File: config.mk
export PLATFORM = sky130hd
export DESIGN_NAME = pipeline_flush_ctrl
export DESIGN_NICKNAME = d
export VERILOG_FILES = /design/src/rtl/pipeline_flush_ctrl.sv
export SDC_FILE = /design/constraint.sdc
export NUM_CORES = 1
export LEC_CHECK = 0
export ABC_AREA = 1
export BUFFER_PORTS_ARGS = -buffer_cell sky130_fd_sc_hd__buf_2
export CAP_MARGIN = 20
export CELL_PAD_IN_SITES_DETAIL_PLACEMENT = 1
export CELL_PAD_IN_SITES_GLOBAL_PLACEMENT = 1
export CORE_MARGIN = 5
export CORE_UTILIZATION = 34
export CTS_CLUSTER_SIZE = 28
export DETAILED_ROUTE_END_ITERATION = 10
export GPL_ROUTABILITY_DRIVEN = 0
export GPL_TIMING_DRIVEN = 0
export MAX_ROUTING_LAYER = met4
export PLACE_DENSITY_LB_ADDON = 0.1
export SLEW_MARGIN = 30
export SYNTH_ARGS = -nofsm -noshare
export SYNTH_HDL_FRONTEND = slang
export SYNTH_SLANG_ARGS = --single-unit
File: constraint.sdc
create_clock -name clk_i -period 2.2 [get_ports clk_i]
set_input_delay 0.11 -clock clk_i [delete_from_list [all_inputs] [get_ports clk_i]]
set_output_delay 0.11 -clock clk_i [all_outputs]
set_load 0.01 [all_outputs]
File: src/rtl/pipeline_flush_ctrl.sv
// Pipeline flush/stall controller for an NSTAGE-deep in-order core.
// Stage 0 is fetch and stage NSTAGE-1 is CSR/commit.
//
// Ports:
//   clk_i, rst_ni            core clock, asynchronous active-low reset
//   xcpt_i, sys_jump_i       per-stage exception / sys-jump valids
//   itlb_xcpt_i              fetch TLB exception (status only)
//   branch_*_i, fencei_i     control-flow redirects resolved in exe
//   load_hazard_i            load-use hazard in dec
//   unsupported_i            unsupported instruction in dec
//   csr_flush_i              CSR write requiring a full refetch
//   sfence_*_i, rs1/rs2      SFENCE.VMA in mem plus its operands
//   tlb_flush_ack_i          MMU completion of a TLB flush
//   flush_o, stall_fe_o      per-stage flushes and front-end stall (combinational)
//   xcpt_valid_o             any exception present (combinational)
//   xcpt_after_o             bit s: exception in a stage above s (combinational)
//   sys_jump_after_o         bit s: sys-jump in a stage above s (combinational)
//   tlb_flush_*_o            TLB flush request and latched operands
//   tlb_timeout_o            one-cycle pulse when the MMU never acked
//   flush_cnt_o, hazard_cnt_o saturating performance counters
module pipeline_flush_ctrl #(
  parameter int unsigned NSTAGE = 6,
  parameter int unsigned XLEN   = 64,
  parameter int unsigned ASID_W = 16,
  parameter int unsigned BPU_EN = 1,
  parameter int unsigned TLB_TO = 255,
  parameter int unsigned CNT_W  = 32
) (
  input  logic              clk_i,
  input  logic              rst_ni,
  input  logic [NSTAGE-1:0] xcpt_i,
  input  logic [NSTAGE-1:0] sys_jump_i,
  input  logic              itlb_xcpt_i,
  input  logic              branch_taken_i,
  input  logic              branch_hit_i,
  input  logic              branch_mispred_i,
  input  logic              fencei_i,
  input  logic              load_hazard_i,
  input  logic              unsupported_i,
  input  logic              csr_flush_i,
  input  logic              sfence_i,
  input  logic              sfence_type_i,
  input  logic [XLEN-1:0]   rs1_data_i,
  input  logic [XLEN-1:0]   rs2_data_i,
  input  logic              tlb_flush_ack_i,
  output logic [NSTAGE-1:0] flush_o,
  output logic              stall_fe_o,
  output logic              xcpt_valid_o,
  output logic [NSTAGE-1:0] xcpt_after_o,
  output logic [NSTAGE-1:0] sys_jump_after_o,
  output logic              tlb_flush_req_o,
  output logic              tlb_flush_type_o,
  output logic [XLEN-1:0]   tlb_flush_vaddr_o,
  output logic [ASID_W-1:0] tlb_flush_asid_o,
  output logic              tlb_timeout_o,
  output logic [CNT_W-1:0]  flush_cnt_o,
  output logic [CNT_W-1:0]  hazard_cnt_o
);

  localparam int unsigned TMO_W = 8;
  localparam logic [TMO_W-1:0] TMO_MAX = TMO_W'(TLB_TO);

  typedef enum logic {IDLE = 1'b0, REQ = 1'b1} state_e;

  state_e             state_q, state_d;
  logic [TMO_W-1:0]   tmo_cnt_q, tmo_cnt_d;
  logic               type_q, type_d;
  logic [XLEN-1:0]    vaddr_q, vaddr_d;
  logic [ASID_W-1:0]  asid_q, asid_d;
  logic               timeout_q, timeout_d;
  logic [CNT_W-1:0]   flush_cnt_q, flush_cnt_d;
  logic [CNT_W-1:0]   hazard_cnt_q, hazard_cnt_d;

  logic [NSTAGE-1:0]  ev;
  logic [NSTAGE-1:0]  ev_after;
  logic [NSTAGE-1:0]  xcpt_after;
  logic [NSTAGE-1:0]  sj_after;
  logic [NSTAGE-1:0]  flush_c;
  logic               branch_flush;
  logic               older_kill;
  logic               sfence_acc;
  logic               busy;

  assign ev   = xcpt_i | sys_jump_i;
  assign busy = (state_q != IDLE);

  // Bit s is set when any strictly younger-indexed (later) stage has the event.
  for (genvar s = 0; s < NSTAGE; s++) begin : g_after
    assign xcpt_after[s] = |(xcpt_i >> (s + 1));
    assign sj_after[s]   = |(sys_jump_i >> (s + 1));
    assign ev_after[s]   = |(ev >> (s + 1));
  end

  // An event beyond mem belongs to an older instruction and kills the sfence.
  assign older_kill = |(ev >> 4);
  assign sfence_acc = sfence_i & ~older_kill & ~busy;

  // Per-stage flush: OR of every reason that covers that stage.
  always_comb begin
    flush_c      = ev_after;
    branch_flush = (BPU_EN != 0) ? ((branch_taken_i & ~branch_hit_i) | branch_mispred_i)
                                 : branch_taken_i;
    if (branch_flush) begin
      flush_c[1:0] = 2'b11;
    end
    if (fencei_i || sfence_acc) begin
      flush_c[2:0] = 3'b111;
    end
    // Hazards and the TLB wait both inject bubbles into dec.
    if (load_hazard_i || unsupported_i || busy) begin
      flush_c[1] = 1'b1;
    end
    if (csr_flush_i) begin
      flush_c[NSTAGE-2:0] = '1;
    end
  end

  // SFENCE.VMA request/ack sequencing with timeout.
  always_comb begin
    state_d   = state_q;
    tmo_cnt_d = tmo_cnt_q;
    type_d    = type_q;
    vaddr_d   = vaddr_q;
    asid_d    = asid_q;
    timeout_d = 1'b0;
    case (state_q)
      IDLE: begin
        if (sfence_acc) begin
          state_d   = REQ;
          tmo_cnt_d = '0;
          type_d    = sfence_type_i;
          vaddr_d   = rs1_data_i;
          asid_d    = rs2_data_i[ASID_W-1:0];
        end
      end
      REQ: begin
        tmo_cnt_d = tmo_cnt_q + TMO_W'(1);
        if (tlb_flush_ack_i) begin
          state_d = IDLE;
        end else if (tmo_cnt_q == TMO_MAX) begin
          state_d   = IDLE;
          timeout_d = 1'b1;
        end
      end
      default: state_d = IDLE;
    endcase
  end

  // Saturating performance counters.
  always_comb begin
    flush_cnt_d  = flush_cnt_q;
    hazard_cnt_d = hazard_cnt_q;
    if (flush_c[0] && (flush_cnt_q != '1)) begin
      flush_cnt_d = flush_cnt_q + CNT_W'(1);
    end
    if (load_hazard_i && (hazard_cnt_q != '1)) begin
      hazard_cnt_d = hazard_cnt_q + CNT_W'(1);
    end
  end

  always_ff @(posedge clk_i or negedge rst_ni) begin
    if (!rst_ni) begin
      state_q      <= IDLE;
      tmo_cnt_q    <= '0;
      type_q       <= 1'b0;
      vaddr_q      <= '0;
      asid_q       <= '0;
      timeout_q    <= 1'b0;
      flush_cnt_q  <= '0;
      hazard_cnt_q <= '0;
    end else begin
      state_q      <= state_d;
      tmo_cnt_q    <= tmo_cnt_d;
      type_q       <= type_d;
      vaddr_q      <= vaddr_d;
      asid_q       <= asid_d;
      timeout_q    <= timeout_d;
      flush_cnt_q  <= flush_cnt_d;
      hazard_cnt_q <= hazard_cnt_d;
    end
  end

  // Upper rs2 bits carry no ASID information.
  if (XLEN > ASID_W) begin : g_rs2_hi
    logic unused_rs2_hi;
    assign unused_rs2_hi = ^rs2_data_i[XLEN-1:ASID_W];
  end

  assign flush_o           = flush_c;
  assign stall_fe_o        = load_hazard_i | busy;
  assign xcpt_valid_o      = (|xcpt_i) | itlb_xcpt_i;
  assign xcpt_after_o      = xcpt_after;
  assign sys_jump_after_o  = sj_after;
  assign tlb_flush_req_o   = (state_q == REQ);
  assign tlb_flush_type_o  = type_q;
  assign tlb_flush_vaddr_o = vaddr_q;
  assign tlb_flush_asid_o  = asid_q;
  assign tlb_timeout_o     = timeout_q;
  assign flush_cnt_o       = flush_cnt_q;
  assign hazard_cnt_o      = hazard_cnt_q;

endmodule

==> results.json, run 1 <==
{
  "critPathKind": "reg2out",
  "ys_ff_latch": 155,
  "max-cap-violations": 0,
  "power.density_mw_per_mm2": 757,
  "clk_pin_slew_ns": 0.06,
  "endpoint_kind": "output pin",
  "mostFrequentLayoutCells": "nand2_1, buf_2, dfrtp_1",
  "antenna_found_initial": 2,
  "vias": 8564,
  "portBuffers": 266,
  "p_clk_share_pct": 36.3,
  "first_pass_iters": 5,
  "track_usage_pct": 24.5,
  "vdd_drop_max_mv": 0.434,
  "synth_largest_area_cell": "dfrtp_1",
  "seq_power_share_pct": 42.7,
  "cts_sinks": 155,
  "synth_area_leaders": "dfrtp_1, nand2_1, nor2_1",
  "period_share_pct": 94.8,
  "outcome": "complete, no violations",
  "first_global_vias": 9425,
  "whs_path_depth": 3,
  "layout_commonest_cell": "nand2_1",
  "synth_edf_count": 0,
  "p_comb_share_pct": 21.0,
  "cts.htree.levels": 4,
  "ff2ff_path_depth": 11,
  "grt_start_max_net_pins": 69,
  "synthCells": 1131,
  "drt_iter0_drc": 372,
  "slew_headroom_pct": 63.9,
  "worst_setup_path_start_kind": "flip-flop",
  "min_to": "hazard_cnt_o[20]",
  "path_delay_family": "buffers and inverters",
  "rsz0062_at_grt": "no",
  "syn-cell-area_sq_mm": 0.00813,
  "regToRegEndpoint": "flush_cnt_o[24]",
  "syn_area_per_cell_sq_um": 7.19,
  "r2r_setup_slack_ns": 0.19,
  "numCtsBuffers": 17,
  "grt_overflow": 0,
  "fp.dieW_um": 165,
  "wl_per_cell_um": 17.0,
  "core-area_sq_mm": 0.0235,
  "grt_pass1_wl_um": 50700,
  "r2r-start": "flush_cnt_o[0]",
  "hold_violations": 0,
  "leakage_nw": 6.13,
  "final_util_pct": 48.6,
  "max_freq_mhz": 479,
  "drv_slew": 0,
  "ant_nets": 0,
  "hp-class": "in2reg",
  "tns_ns": 0,
  "yosysUniqueCellTypes": 33,
  "synthArstFlopShare_pct": 100,
  "synth_top_cell_area_share_pct": 47.7,
  "cp_cell_sequence": "inv_4 > nand4_1 > nand2_1 > inv_1 > nand2_4 > buf_4 > buf_2",
  "syn2layout_area_growth_pct": 40.2,
  "clockRootBuffer": "clkbuf_16",
  "crit_fanout": 10,
  "drcViolationCount": 0,
  "fin_nets": 1660,
  "row_count": 56,
  "die_area_sq_mm": 0.0271,
  "switching_power_mw": 2.80,
  "dpl.hpwl_um": 23000,
  "synthFlopType": "dfrtp_1",
  "cts_buffer_depth": 2,
  "worstHoldStart": "load_hazard_i",
  "setup_viol": 0,
  "wl_um": 31200,
  "required_ns": 2.09,
  "worst-path-buf-inv": 4,
  "min_period_ns": 2.09,
  "swShare_pct": 32.5,
  "crit_start": "tlb_flush_req_o",
  "viasPerCell": 4.66,
  "clk_latency_ns": 0.44,
  "drive_gt1_share_pct": 23.8,
  "crit_arrival_ns": 1.98,
  "yosysWarnings": 0,
  "p_int_mw": 5.83,
  "yosysSeqAreaShare_pct": 47.7,
  "slowest_delay_ns": 0.47,
  "skew_ns": 0.0166,
  "start_util_pct": 34.6,
  "slowest_stage": "dfrtp_2",
  "cts_tree": "yes",
  "worst_pin_slew_ns": 0.540,
  "io_pins": 320,
  "die_h_um": 165,
  "power_mw": 8.63
}
registers in the layout, summed over array words and instances (netlist names):
signal / cells
tlb_flush_vaddr_o: 64
flush_cnt_o: 32
hazard_cnt_o: 32
tlb_flush_asid_o: 16
tmo_cnt_q: 8
tlb_flush_req_o: 1
tlb_flush_type_o: 1
tlb_timeout_o: 1
layout make-up:
class / instances / area (sq um)
flip-flops and latches: 155 / 3880
repair buffers: 352 / 2230
inverters: 65 / 246
multi-input cells: 878 / 3770
fillers: 3034 / 12100
clock buffers: 18 / 429
plain buffers: 35 / 248
clock inverters: 14 / 181
well taps: 319 / 399
diodes: 2 / 5.00
layer usage:
metal,share of wire (%),GRT usage (%),vias to the layer above
met2,50,42.3,214
met1,42,28.6,4116
li1,-,-,4202
met5,0,-,-
met4,1.6,5.44,0
met3,6.3,6.74,32
worst max-delay path by stage:
stage                       endpoint  slack (ns)  cells past startpoint
2_1_floorplan        flush_cnt_o[24]        0.46                     11
3_3_place_gp   tlb_flush_vaddr_o[54]       -1.65                      1
3_5_place_dp         flush_cnt_o[24]        0.14                     11
4_1_cts                   flush_o[0]        0.04                      7
5_1_grt                   flush_o[0]       0.004                      7
6_report                  flush_o[0]        0.11                      7
Yosys cell counts (2+ instances only):
cell type	count
o21ai_0	12
nand2_1	614
nand3b_1	12
clkbuf_1	4
ha_1	3
nand4_1	10
a21oi_1	2
buf_6	5
nand2_4	4
inv_1	61
dfrtp_1	155
nand2_2	5
nor2_4	6
nor2_1	109
nor2_2	4
buf_2	17
nor3_1	5
xor2_1	14
or2_2	4
inv_2	4
buf_4	6
xnor2_1	13
buf_12	2
nand3_1	51
metrics by stage:
step                      hold slack (ns)  instances  worst slack, ns  instance area (sq um)
final                              0.0535       1838            0.114                  11400
after global routing               0.0767       1838          0.00388                  11400
after CTS                          0.0363       1836           0.0430                  11400
after detailed placement          -0.0136       1720            0.138                   9930
after global placement              0.297       1718            -1.65                   9870
after floorplan                    -0.186       1133            0.459                   8140
power groups by stage:
stage | Sequential [mW] | Combinational, mW | Clock (mW)
after floorplan | 3.87 | 0.652 | 0
after global placement | 3.69 | 1.63 | 0
after detailed placement | 3.70 | 1.70 | 0
after CTS | 3.67 | 1.82 | 3.20
after global routing | 3.75 | 2.03 | 3.33
final | 3.68 | 1.81 | 3.13
timing repair:
action | 4_1_cts | 5_1_grt
pin swaps | 1 | 0
hold endpoints to repair | 238 | 0
hold buffers | 83 | 0
setup endpoints to repair | 1 | 13
buffers inserted | 1 | 0
gates resized for setup | 4 | 1
worst reg2reg max path, delay by kind of cell (launching register included):
family        cells  cell delay [ns]
flops             1             0.46
buf+inv           3             0.41
simple gates      7             0.73
fa+ha+maj         1             0.30
cell families (layout without fill, tap and decap cells):
logic type               after synthesis  in the layout  share of synthesized area [%]
flip-flops                           155            155                           47.7
other                                  1              5                         0.0461
AO/OA/AOI/OAI                         16             16                           1.03
adder cells (fa/ha/maj)                3              3                          0.462
AND/OR/NAND/NOR                      829            829                           41.8
XOR/XNOR                              27             27                           2.91
buffers and inverters                100            484                           6.02
Note: power is estimated with default switching activity, not from simulation.
==> inputs of run 2 (changes only) <==
--- a/config.mk
+++ b/config.mk
@@ -5,13 +5,12 @@
 export SDC_FILE = /design/constraint.sdc
 export NUM_CORES = 1
 export LEC_CHECK = 0
-export ABC_AREA = 1
 export BUFFER_PORTS_ARGS = -buffer_cell sky130_fd_sc_hd__buf_2
 export CAP_MARGIN = 20
 export CELL_PAD_IN_SITES_DETAIL_PLACEMENT = 1
 export CELL_PAD_IN_SITES_GLOBAL_PLACEMENT = 1
 export CORE_MARGIN = 5
-export CORE_UTILIZATION = 34
+export CORE_UTILIZATION = 37
 export CTS_CLUSTER_SIZE = 28
 export DETAILED_ROUTE_END_ITERATION = 10
 export GPL_ROUTABILITY_DRIVEN = 0
==> results.json, run 2 <==
{
  "p_comb_share_pct": 22.0,
  "cts_tree": "yes",
  "swShare_pct": 29.5,
  "synthArstFlopShare_pct": 100,
  "seq_area_sq_mm": 0.00388,
  "layout_commonest_cell": "buf_2",
  "n_fill_cell": 2083,
  "skew_ns": 0.0162,
  "clk_latency_ns": 0.42,
  "slew_headroom_pct": 55.6,
  "crit_arrival_ns": 2.47,
  "final_cells": 1204,
  "required_ns": 2.51,
  "mostFrequentLayoutCells": "buf_2, dfrtp_1, dlygate4sd3_1",
  "critPathKind": "reg2reg",
  "first_global_vias": 6569,
  "setup_viol": 0,
  "clk_pin_slew_ns": 0.07,
  "yosysUniqueCellTypes": 59,
  "viasPerCell": 4.94,
  "switching_power_mw": 2.58,
  "final_util_pct": 54.4,
  "fp.dieW_um": 149,
  "worst_setup_path_start_kind": "flip-flop",
  "p_int_mw": 6.14,
  "drv_slew": 0,
  "grt_overflow": 0,
  "vias": 5942,
  "antenna_found_initial": 4,
  "wl_per_cell_um": 19.9,
  "synth_area_leaders": "dfrtp_1, mux2_4, xnor2_1",
  "synthXorXnorAreaFrac_pct": 6.94,
  "design_area_sq_mm": 0.0105,
  "synth_top_cell_area_share_pct": 53.9,
  "synthCells": 544,
  "period_share_pct": 98.2,
  "synth_top_family_by_area": "multiplexers",
  "syn_area_per_cell_sq_um": 13.2,
  "drive_gt1_share_pct": 47.3,
  "hp-class": "in2async",
  "cts.htree.levels": 4,
  "leakage_nw": 5.24,
  "die_h_um": 149,
  "max_freq_mhz": 463,
  "synth_largest_area_cell": "dfrtp_1",
  "dpl.hpwl_um": 15800,
  "wl_um": 23900,
  "fin_hold_ws_ns": 0.163,
  "cp_cell_sequence": "ha_1 > and3_1 > and2_0 > clkbuf_1 > a41oi_4 > buf_12 > mux2_2",
  "row_count": 51,
  "slowest_stage": "dfrtp_1",
  "synth_compound_area_share_pct": 2.89,
  "hold_violations": 0,
  "yosysWarnings": 0,
  "syn-cell-area_sq_mm": 0.00719,
  "path_delay_family": "flip-flops",
  "endpoint_kind": "flip-flop",
  "drcViolationCount": 0,
  "dp_cells": 1080,
  "track_usage_pct": 21.8,
  "worst_pin_slew_ns": 0.661,
  "cts_buffer_depth": 2,
  "synth.most_common_cell": "dfrtp_1",
  "syn2layout_area_growth_pct": 46.1,
  "worst-path-buf-inv": 2,
  "synthSimpleGateAreaFrac_pct": 16.0,
  "grt_start_max_net_pins": 62,
  "p_clk_share_pct": 35.0,
  "largest_reg_flops": 64,
  "seq_power_share_pct": 43.1,
  "clockRootBuffer": "clkbuf_16",
  "cts_sinks": 155,
  "portBuffers": 267,
  "synth_fa_ha_area_share_pct": 0.522,
  "placed_area_sq_mm": 0.00893,
  "io_pins": 320,
  "slowest_delay_ns": 0.42,
  "vdd_drop_max_mv": 0.496,
  "synthTopCellsByCount": "dfrtp_1, mux2_4, xnor2_1",
  "setup_slack_ns": 0.0390,
  "ys_ff_latch": 155,
  "numCtsBuffers": 17,
  "max-cap-violations": 0,
  "start_util_pct": 37.2,
  "crit_fanout": 6,
  "ant_nets": 0,
  "die_area_sq_mm": 0.0223,
  "synthMuxAreaShare_pct": 16.8,
  "multi_input_area_sq_mm": 0.00319,
  "power.density_mw_per_mm2": 830,
  "yosysSeqAreaShare_pct": 53.9,
  "fin_nets": 1078,
  "ff2ff_path_depth": 7,
  "outcome": "complete, no violations",
  "first_pass_iters": 4,
  "synthFlopType": "dfrtp_1",
  "preCtsSetupSlack_ns": -0.0937,
  "synth_edf_count": 0,
  "crit_cells": 7,
  "min_period_ns": 2.16,
  "drt_iter0_drc": 172,
  "core-area_sq_mm": 0.0193,
  "grt_pass1_wl_um": 36900
}
==> run 2: changes by cell type after synthesis, sizes merged, moves of 17 or more <==
| cell | delta |
|---|---|
| inv | -55 |
| xnor2 | +23 |
| nand4 | +17 |
| nor2 | -103 |
| mux2 | +86 |
| nand3 | -20 |
| nand2 | -596 |
==> run 2: area by class of cell <==
class                   count  area share, %
diodes                      4         0.0952
plain buffers              21           1.64
clock buffers              19           4.31
clock inverters            13           1.48
inverters                  10          0.357
multi-input cells         360           30.3
flip-flops and latches    155           36.9
well taps                 265           3.15
repair buffers            357           21.7
==> run 2: logic make-up (layout without fill, tap and decap cells) <==
group                      Yosys count  in the layout
AOI/OAI and AO/OA                   23             23
xor gates and xnor gates            57             57
adders and majority gates            3              3
buffers and inverters               31            420
DFF                                155            155
muxes                               88             88
other                                1              7
and+or+nand+nor                    186            186
==> run 2: worst paths after layout <==
kind / startpoint / to / slack [ns]
min reg2reg: tmo_cnt_q[7] / tmo_cnt_q[7] / 0.49
min in group clk_i: load_hazard_i / hazard_cnt_o[2] / 0.17
min: rst_ni / tlb_flush_vaddr_o[10] / 0.16
max reg2reg: hazard_cnt_o[0] / hazard_cnt_o[1] / 0.04
max: hazard_cnt_o[0] / hazard_cnt_o[1] / 0.04
max in group asynchronous: rst_ni / flush_cnt_o[10] / 1.09
==> run 2: metal layers <==
metal | track usage, % | up-vias | wire length [um]
li1 | - | 2719 | -
met1 | 25.9 | 3009 | 10100
met2 | 37.2 | 189 | 12100
met3 | 5.12 | 25 | 1330
met4 | 5.90 | 0 | 384
met5 | - | - | 0
==> run 2: through the flow <==
step	power, mW	TNS (ns)
CTS	8.74	0
global placement	5.44	-201.72
floorplan	4.64	0
detailed placement	5.53	-0.910
global route	9.13	-0.768
finish	8.72	0
==> run 2: repair_timing <==
item                                   CTS  global route
pin swaps                                2             1
setup buffers                            2             3
resized for setup                        5             9
hold buffers                            83             0
setup endpoints to repair               20            34
endpoints found under the hold margin  177             0
==> run 2: power groups by stage <==
stage	logic [mW]	registers (mW)	clock network (mW)
final	1.92	3.75	3.05
after global routing	2.05	3.82	3.26
after CTS	1.89	3.73	3.12
after detailed placement	1.75	3.78	0
after global placement	1.70	3.74	0
after floorplan	0.691	3.95	0
==> inputs of run 3 (changes only) <==
--- a/config.mk
+++ b/config.mk
@@ -15,7 +15,6 @@
 export DETAILED_ROUTE_END_ITERATION = 10
 export GPL_ROUTABILITY_DRIVEN = 0
 export GPL_TIMING_DRIVEN = 0
-export MAX_ROUTING_LAYER = met4
 export PLACE_DENSITY_LB_ADDON = 0.1
 export SLEW_MARGIN = 30
 export SYNTH_ARGS = -nofsm -noshare
==> constraint.sdc (replaced) <==
create_clock -name clk_i -period 2.2 [get_ports clk_i]
set_input_delay 0.11 -clock clk_i [delete_from_list [all_inputs] [get_ports clk_i]]
set_output_delay 0.11 -clock clk_i [all_outputs]
set_load 0.1 [all_outputs]
==> results.json, run 3 (synthesized netlist as in run 2, its figures left out) <==
{
  "first_pass_iters": 4,
  "vdd_drop_max_mv": 0.504,
  "hold_violations": 0,
  "required_ns": 2.09,
  "largest_reg_flops": 64,
  "grt_pass1_wl_um": 37000,
  "rsz0062_at_grt": "yes",
  "topRoutingLayerUsed": "met4",
  "max_freq_mhz": 465,
  "ff2ff_path_depth": 7,
  "fp.dieW_um": 149,
  "dpl.hpwl_um": 15800,
  "drive_gt1_share_pct": 54.9,
  "wl_um": 23500,
  "vias": 5960,
  "worst_pin_slew_ns": 0.612,
  "slowest_delay_ns": 0.52,
  "endpoint_kind": "output pin",
  "clk_latency_ns": 0.42,
  "start_util_pct": 37.2,
  "power.density_mw_per_mm2": 1110,
  "skew_ns": 0.0150,
  "slew_headroom_pct": 59.2,
  "mostFrequentLayoutCells": "buf_2, dfrtp_1, dlygate4sd3_1",
  "period_share_pct": 97.7,
  "antenna_found_initial": 1,
  "setup_viol": 0,
  "drt_iter0_drc": 232,
  "first_global_vias": 6686,
  "critPathKind": "reg2out",
  "grt_overflow": 0,
  "r2r-start": "flush_cnt_o[0]",
  "dp_cells": 1079,
  "wl_per_cell_um": 19.6,
  "hp-class": "in2reg",
  "cts_buffer_depth": 2,
  "die_area_sq_mm": 0.0223,
  "numCtsBuffers": 17,
  "layout_commonest_cell": "buf_2",
  "track_usage_pct": 21.0,
  "max-cap-violations": 0,
  "core-area_sq_mm": 0.0193,
  "row_count": 51,
  "slowest_stage": "dfrtp_4",
  "final_cells": 1203,
  "cts_tree": "yes",
  "drv_slew": 0,
  "viasPerCell": 4.95,
  "worst_setup_path_start_kind": "flip-flop",
  "grt_start_max_net_pins": 81,
  "crit_arrival_ns": 2.04,
  "clk_pin_slew_ns": 0.06,
  "portBuffers": 267,
  "die_h_um": 149,
  "clockRootBuffer": "clkbuf_16",
  "wl_met2_um": 12300,
  "cts.htree.levels": 4,
  "wl_met3_um": 1250,
  "worstHoldStart": "load_hazard_i",
  "drcViolationCount": 0,
  "fin_hold_ws_ns": 0.169,
  "fin_nets": 1079,
  "outcome": "complete, no violations",
  "min_period_ns": 2.15,
  "whs_path_depth": 3,
  "ant_nets": 0,
  "crit_start": "tlb_flush_req_o",
  "cts_sinks": 155,
  "syn2layout_area_growth_pct": 47.4,
  "leakage_nw": 5.15,
  "io_pins": 320,
  "n_fill_cell": 2108,
  "m1WireLength_um": 9710,
  "crit_fanout": 6,
  "cp_cell_sequence": "or3_4 > or4_4 > buf_12"
}
[run 3: layer usage]
| layer | track usage, % | vias to the layer above |
|---|---|---|
| met5 | 0 | - |
| met3 | 5.48 | 28 |
| met2 | 37.9 | 182 |
| met4 | 4.62 | 0 |
| met1 | 25.1 | 3050 |
| li1 | - | 2700 |
[run 3: stage by stage]
step	total power [mW]	cell area [sq um]	util (%)	TNS, ns	setup slack [ns]
global placement	8.80	9050	46.8	-223.30	-1.84
floorplan	7.95	7380	-	-1.14	-0.0934
CTS	11.8	10500	54.5	-0.0105	-0.0105
global route	12.2	10600	54.8	-0.0365	-0.0213
detailed placement	8.90	9090	47.0	-2.82	-0.291
finish	11.8	10600	54.8	0	0.0508
[run 3: layout make-up]
type                    count  area [sq um]  area share [%]
clock inverters            13           108            1.01
diodes                      2          5.00          0.0472
multi-input cells         360          3250            30.6
repair buffers            360          2290            21.6
flip-flops and latches    155          3970            37.5
inverters                  10          37.5           0.354
well taps                 265           332            3.13
clock buffers              19           443            4.18
plain buffers              19           166            1.57
[run 3: timing repair]
item | 4_1_cts | 5_1_grt
pin swaps | 2 | 4
setup buffers | 3 | 6
resized for setup | 8 | 7
hold endpoints to repair | 158 | 0
hold buffers | 83 | 0
setup endpoints to repair | 16 | 36
[run 3: power breakdown]
part / leakage, nW / switching [mW] / internal (mW) / total, mW
Clock: 0.260 / 1.28 / 1.50 / 2.79
Sequential: 1.87 / 0.412 / 3.37 / 3.78
Combinational: 3.02 / 4.20 / 1.03 / 5.24
[run 3: worst max-delay path: cells and delay by family, from the launching register on]
family,cells,cell delay [ns]
AND/OR/NAND/NOR,2,0.92
buffers and inverters,1,0.18
flip-flops,1,0.52
[run 3: worst paths after layout]
kind	end	slack, ns
worst max-delay path	flush_o[1]	0.05
worst min-delay path	hazard_cnt_o[2]	0.17
worst max register to register	flush_cnt_o[28]	0.10
worst min register to register	hazard_cnt_o[26]	0.48
max in group asynchronous	flush_cnt_o[22]	1.11
min in group asynchronous	tlb_flush_vaddr_o[20]	0.25
